**config.mk**
```make
export PLATFORM = sky130hd
export DESIGN_NAME = reset_sequencer
export DESIGN_NICKNAME = d
export VERILOG_FILES = /design/src/rtl/reset_seq_pkg.sv /design/src/rtl/reset_sync.sv /design/src/rtl/reset_sequencer.sv
export SDC_FILE = /design/constraint.sdc
export NUM_CORES = 1
export LEC_CHECK = 0
export ABC_CLOCK_PERIOD_IN_PS = 4700
export BUFFER_PORTS_ARGS = -buffer_cell sky130_fd_sc_hd__buf_4
export CORE_ASPECT_RATIO = 1.1
export CORE_MARGIN = 2
export CORE_UTILIZATION = 30
export CTS_BUF_LIST = sky130_fd_sc_hd__clkbuf_4 sky130_fd_sc_hd__clkbuf_8
export DETAILED_ROUTE_END_ITERATION = 7
export GPL_ROUTABILITY_DRIVEN = 0
export PLACE_DENSITY = 0.48
export SYNTH_ARGS = -nofsm -noshare
export SYNTH_HDL_FRONTEND = slang
export SYNTH_SLANG_ARGS = --single-unit
```
**constraint.sdc**
```tcl
create_clock -name clk -period 4.7 [get_ports clk]
set_input_delay 0.705 -clock clk [delete_from_list [all_inputs] [get_ports clk]]
set_output_delay 0.705 -clock clk [all_outputs]
set_load 0.02 [all_outputs]
```
**src/rtl/reset_seq_pkg.sv**
```systemverilog
`default_nettype none
// ============================================================================
//  Module   : reset_seq_pkg
//  Brief    : State encoding, default parameters and counter sizing helper
//             shared by the reset sequencer and its synchronizer.
//  Revision : 1.0
// ============================================================================
package reset_seq_pkg;

   typedef enum logic [1:0] {
      ST_RESET = 2'd0,
      ST_HOLD  = 2'd1,
      ST_RUN   = 2'd2,
      ST_DONE  = 2'd3
   } state_t;

   localparam int c_default_sync_stages = 2;
   localparam int c_default_hold_cycles = 4;
   localparam int c_default_run_cycles  = 10;
   localparam int c_default_cw          = 32;

   // Counter width able to hold 0..n-1; never below one bit.
   function automatic int cnt_width(input int n);
      return (n > 1) ? $clog2(n) : 1;
   endfunction

endpackage
`default_nettype wire

```
**src/rtl/reset_sync.sv**
```systemverilog
`default_nettype none
// ============================================================================
//  Module   : reset_sync
//  Brief    : Asynchronous-assert, synchronous-release reset synchronizer.
//  Revision : 1.0
// ============================================================================
module reset_sync
   import reset_seq_pkg::*;
#(
   parameter int SYNC_STAGES = c_default_sync_stages
) (
   input  logic clk,
   input  logic rst,
   output logic sync_rel
);

   logic [SYNC_STAGES-1:0] r_sync;

   // A one ripples in after release; rst clears every stage at once.
   always_ff @(posedge clk or posedge rst) begin
      if (rst) begin
         r_sync <= '0;
      end else begin
         r_sync <= {r_sync[SYNC_STAGES-2:0], 1'b1};
      end
   end

   assign sync_rel = r_sync[SYNC_STAGES-1];

endmodule
`default_nettype wire

```
**src/rtl/reset_sequencer.sv**
```systemverilog
`default_nettype none
// ============================================================================
//  Module   : reset_sequencer
//  Brief    : Sequences reset release, a HOLD period and a bounded RUN window,
//             then flags done; restart re-issues reset from RUN or DONE.
//  Revision : 1.0
// ============================================================================
module reset_sequencer
   import reset_seq_pkg::*;
#(
   parameter int SYNC_STAGES = c_default_sync_stages,
   parameter int HOLD_CYCLES = c_default_hold_cycles,
   parameter int RUN_CYCLES  = c_default_run_cycles,
   parameter int CW          = c_default_cw
) (
   input  logic          clk,
   input  logic          rst,
   input  logic          restart,
   output logic          rst_out,
   output logic          running,
   output logic          done,
   output logic [CW-1:0] cycle_count
);

   localparam int c_hold_w = cnt_width(HOLD_CYCLES);
   localparam int c_run_w  = cnt_width(RUN_CYCLES);
   localparam logic [c_hold_w-1:0] c_hold_last = c_hold_w'(HOLD_CYCLES - 1);
   localparam logic [c_run_w-1:0]  c_run_last  = c_run_w'(RUN_CYCLES - 1);

   logic                w_sync_rel;
   state_t              r_state;
   logic [c_hold_w-1:0] r_hold_cnt;
   logic [c_run_w-1:0]  r_run_cnt;
   logic                r_rst_out;
   logic                r_running;
   logic                r_done;
   logic [CW-1:0]       r_cycle_count;

   reset_sync #(
      .SYNC_STAGES (SYNC_STAGES)
   ) u_reset_sync (
      .clk      (clk),
      .rst      (rst),
      .sync_rel (w_sync_rel)
   );

   always_ff @(posedge clk or posedge rst) begin
      if (rst) begin
         r_state       <= ST_RESET;
         r_hold_cnt    <= '0;
         r_run_cnt     <= '0;
         r_rst_out     <= 1'b1;
         r_running     <= 1'b0;
         r_done        <= 1'b0;
         r_cycle_count <= '0;
      end else begin
         if (r_state != ST_RESET) begin
            r_cycle_count <= r_cycle_count + CW'(1);
         end

         case (r_state)
            ST_RESET: begin
               if (w_sync_rel) begin
                  r_state    <= ST_HOLD;
                  r_hold_cnt <= '0;
               end
            end

            ST_HOLD: begin
               if (r_hold_cnt == c_hold_last) begin
                  r_state   <= ST_RUN;
                  r_rst_out <= 1'b0;
                  r_running <= 1'b1;
                  r_run_cnt <= '0;
               end else begin
                  r_hold_cnt <= r_hold_cnt + c_hold_w'(1);
               end
            end

            // restart is checked first so it beats a completing RUN window.
            ST_RUN: begin
               if (restart) begin
                  r_state    <= ST_HOLD;
                  r_rst_out  <= 1'b1;
                  r_running  <= 1'b0;
                  r_done     <= 1'b0;
                  r_hold_cnt <= '0;
               end else if (RUN_CYCLES != 0) begin
                  if (r_run_cnt == c_run_last) begin
                     r_state   <= ST_DONE;
                     r_running <= 1'b0;
                     r_done    <= 1'b1;
                  end else begin
                     r_run_cnt <= r_run_cnt + c_run_w'(1);
                  end
               end
            end

            ST_DONE: begin
               if (restart) begin
                  r_state    <= ST_HOLD;
                  r_rst_out  <= 1'b1;
                  r_running  <= 1'b0;
                  r_done     <= 1'b0;
                  r_hold_cnt <= '0;
               end
            end

            default: begin
               r_state <= ST_RESET;
            end
         endcase
      end
   end

   assign rst_out     = r_rst_out;
   assign running     = r_running;
   assign done        = r_done;
   assign cycle_count = r_cycle_count;

endmodule
`default_nettype wire
```
==> metrics.md <==
| Metric | Value |
|---|---|
| Critical Path Fanout Max | 10 |
| Final setup TNS | 0 ps |
| Critical path startpoint category | flop |
| Largest area contributor in the netlist | dfrtp_1 |
| # port buffers | 37 |
| TritonCTS Buffers | 5 |
| DR vias/cell | 4.739 |
| Crit path DAT | 2150 ps |
| Most common cell in the synthesized netlist | dfrtp_1 |
| FF/Latch Area | 1127 µm² |
| Ys async rst share | 100.0% |
| Final Max Tran Viols | 0 |
| Yosys cell types | 36 |
| CTS sink cnt | 45 |
| Final Hold Slack | 349.5 ps |
| Overall Global Routing Usage | 11.86% |
| CP Class | flop to flop |
| Kind of end point of the critical path | flop |
| CTS Buffer Depth | 2 |
| Min-Delay Path Class | flop to flop |
| DP Cell Count | 321 |
| VDD IR-drop max | 0.1370 mV |
| PwrDens | 483.8 nW/µm² |
| Congestion Overflow GR | 0 |
| Rows | 33 |
| Pre-antenna DRT Iters | 4 |
| Largest net degree at the start of global routing | 46 |
| Die Ht | 94.60 µm |
| Die width | 86.36 µm |
| Htree depth | 2 |
| Most frequent cells after synthesis | dfrtp_1 (44), xnor2_1 (28), nand4_1 (13) |
| Max-cap viol count | 0 |
| CP required | 4890 ps |
| Post-synthesis register bit count | 45 |
| Post-route ant nets | 0 |
| Top cell type's share of synthesized area | 49.19% |
| Worst-Margin Slew | 958.4 ps |
| DRT iter0 DRCs | 63 |
| Initial antenna violation count | 0 |
| Layout Nets | 254 |
| Share of layout cells above drive strength 1 | 22.73% |
| Final Cell Area | 2716 µm² |
| Outcome | complete, no violations |
| Slew margin rel. | 36.01% |
| Synth top area cells | dfrtp_1 (49%), xnor2_1 (11%), ha_1 (5.6%), nand4_1 (3.6%), and3_1 (2.2%) |
| Clock skew | 7.612 ps |
| Seq/Total Area, Yosys | 50.36% |
| # setup viols final | 0 |
| Drt wl/cell | 13.50 µm |
| Crit share post-route | 41.87% |
| Fillers | 743 |
| Post-synth EDFFs | 0 |
| DP HPWL | 3.079 mm |
| Post-Syn Area per Cell | 11.08 µm² |
| Top FF cell, synth | dfrtp_1 |
| Synth-to-Final Area Change | 21.35% |
| CTS resizes | 0 |
| Reg clk slew, reported paths | 80 ps |
| Final wirelength | 4.441 mm |
| Cell Area, Synth | 2238 µm² |
| Achievable frequency | 0.5081 GHz |
| Mapped Nets | 215 |
| Die Area | 8169 µm² |
| Dpl cell area | 2601 µm² |
| Synth warnings | 0 |
| Clk_lat worst skew | 300 ps |
| Non-Filler Instances | 329 |
| Overall via count from detail_route | 1559 |
| Core area | 7350 µm² |
| Final Util | 36.96% |
| Hold Buf Count CTS | 0 |
| Starting Density | 30.46% |
| # diodes | 0 |
| Leakage | 1.317 nW |
| Footprint of the multi-input gates | 1042 µm² |
| First-pass GRT wire length | 7.679 mm |
| RSZ-0062 raised after global routing | false |
| # IOs | 38 |
| Root Driver | clkbuf_8 |
| Mapped Cells | 202 |
| CTS tree | built |
| DRC viols | 0 |
| Min cycle time layout | 1968 ps |
| # Post-CTS Setup Buffers | 0 |
| Vias in the first global route | 1575 |
| Hold Violations, Final | 0 |
-- final cells by class --
cell class / count / area share, %
timing repair buffer: 38 / 10.50
clock buffer: 6 / 2.810
tap: 87 / 4.007
inverter: 10 / 1.382
multi-input combinational: 141 / 38.37
sequential: 45 / 41.50
clock inverter: 2 / 1.428
-- cell usage in the layout, fill, tap and decap left out, drive strengths merged, types with 2 or more instances in the layout --
cell and instances:
mux2 4, nor2 11, o21ai 7, nor3 2
inv 10, and2 5, nand3 9, buf 38
xnor2 28, a21oi 3, nand2 12, nor2b 4
and3 8, mux2i 5, ha 10, dfrtp 44
xor2 4, and4 5, clkbuf 6, nand4 13
-- sequential cells by signal (all words and copies together), names as in the netlist --
signal and count:
cycle_count 32, done 1, r_hold_cnt 2, r_run_cnt 4, r_state 2, rst_out 1
running 1, u_reset_sync.r_sync 2
-- power by group --
| part | switching, mW | total, mW | internal [mW] |
|---|---|---|---|
| Sequential | 0.0879 | 0.555 | 0.467 |
| Combinational | 0.243 | 0.462 | 0.218 |
| Clock | 0.132 | 0.297 | 0.165 |
| Total | 0.463 | 1.31 | 0.851 |
-- metrics by stage --
| stage | total power, mW | setup slack, ps |
|---|---|---|
| floorplan | 0.8862 | 2937 |
| global placement | 1.027 | 2756 |
| detailed placement | 1.033 | 2709 |
| CTS | 1.339 | 2697 |
| global route | 1.418 | 2527 |
| finish | 1.314 | 2732 |
-- cell families after synthesis --
family | synth area share [%]
xor gates and xnor gates | 12.52
other | 0.1675
DFF | 50.36
buffers and inverters | 3.074
muxes | 4.248
adders and majority gates | 5.590
AOI/OAI and AO/OA | 4.360
and+or+nand+nor | 19.68
-- critical path: stages, from the launching register on --
cell,delay [ps]
dfrtp_1,430
inv_1,110
ha_1,290
nand4b_4,230
nor3_4,460
nand4_1,180
xnor2_1,150
-- per-layer routing --
layer  part of all wire (%)  track usage (%)  up-vias
met1                     47            15.78      750
met2                     48            19.10       30
met5                      0                0        -
met3                    2.7            1.923        7
li1                       -                -      772
met4                    1.7            5.078        0
-- final timing paths --
path	from	to	slack, ps	depth (start not counted)
hold / removal	u_reset_sync.r_sync[0]$_DFF_PP0_	u_reset_sync.r_sync[1]$_DFF_PP0_	350	0
max in group asynchronous	rst	u_reset_sync.r_sync[0]$_DFF_PP0_	3480	2
min in group asynchronous	rst	done$_DFFE_PP0P_	630	2
setup reg to reg	r_state[0]$_DFFE_PP0P_	cycle_count[28]$_DFFE_PP0P_	2730	6
setup / recovery	r_state[0]$_DFFE_PP0P_	cycle_count[28]$_DFFE_PP0P_	2730	6
hold reg to reg	u_reset_sync.r_sync[0]$_DFF_PP0_	u_reset_sync.r_sync[1]$_DFF_PP0_	350	0
No activity file was read; power rests on OpenSTA's default activity.
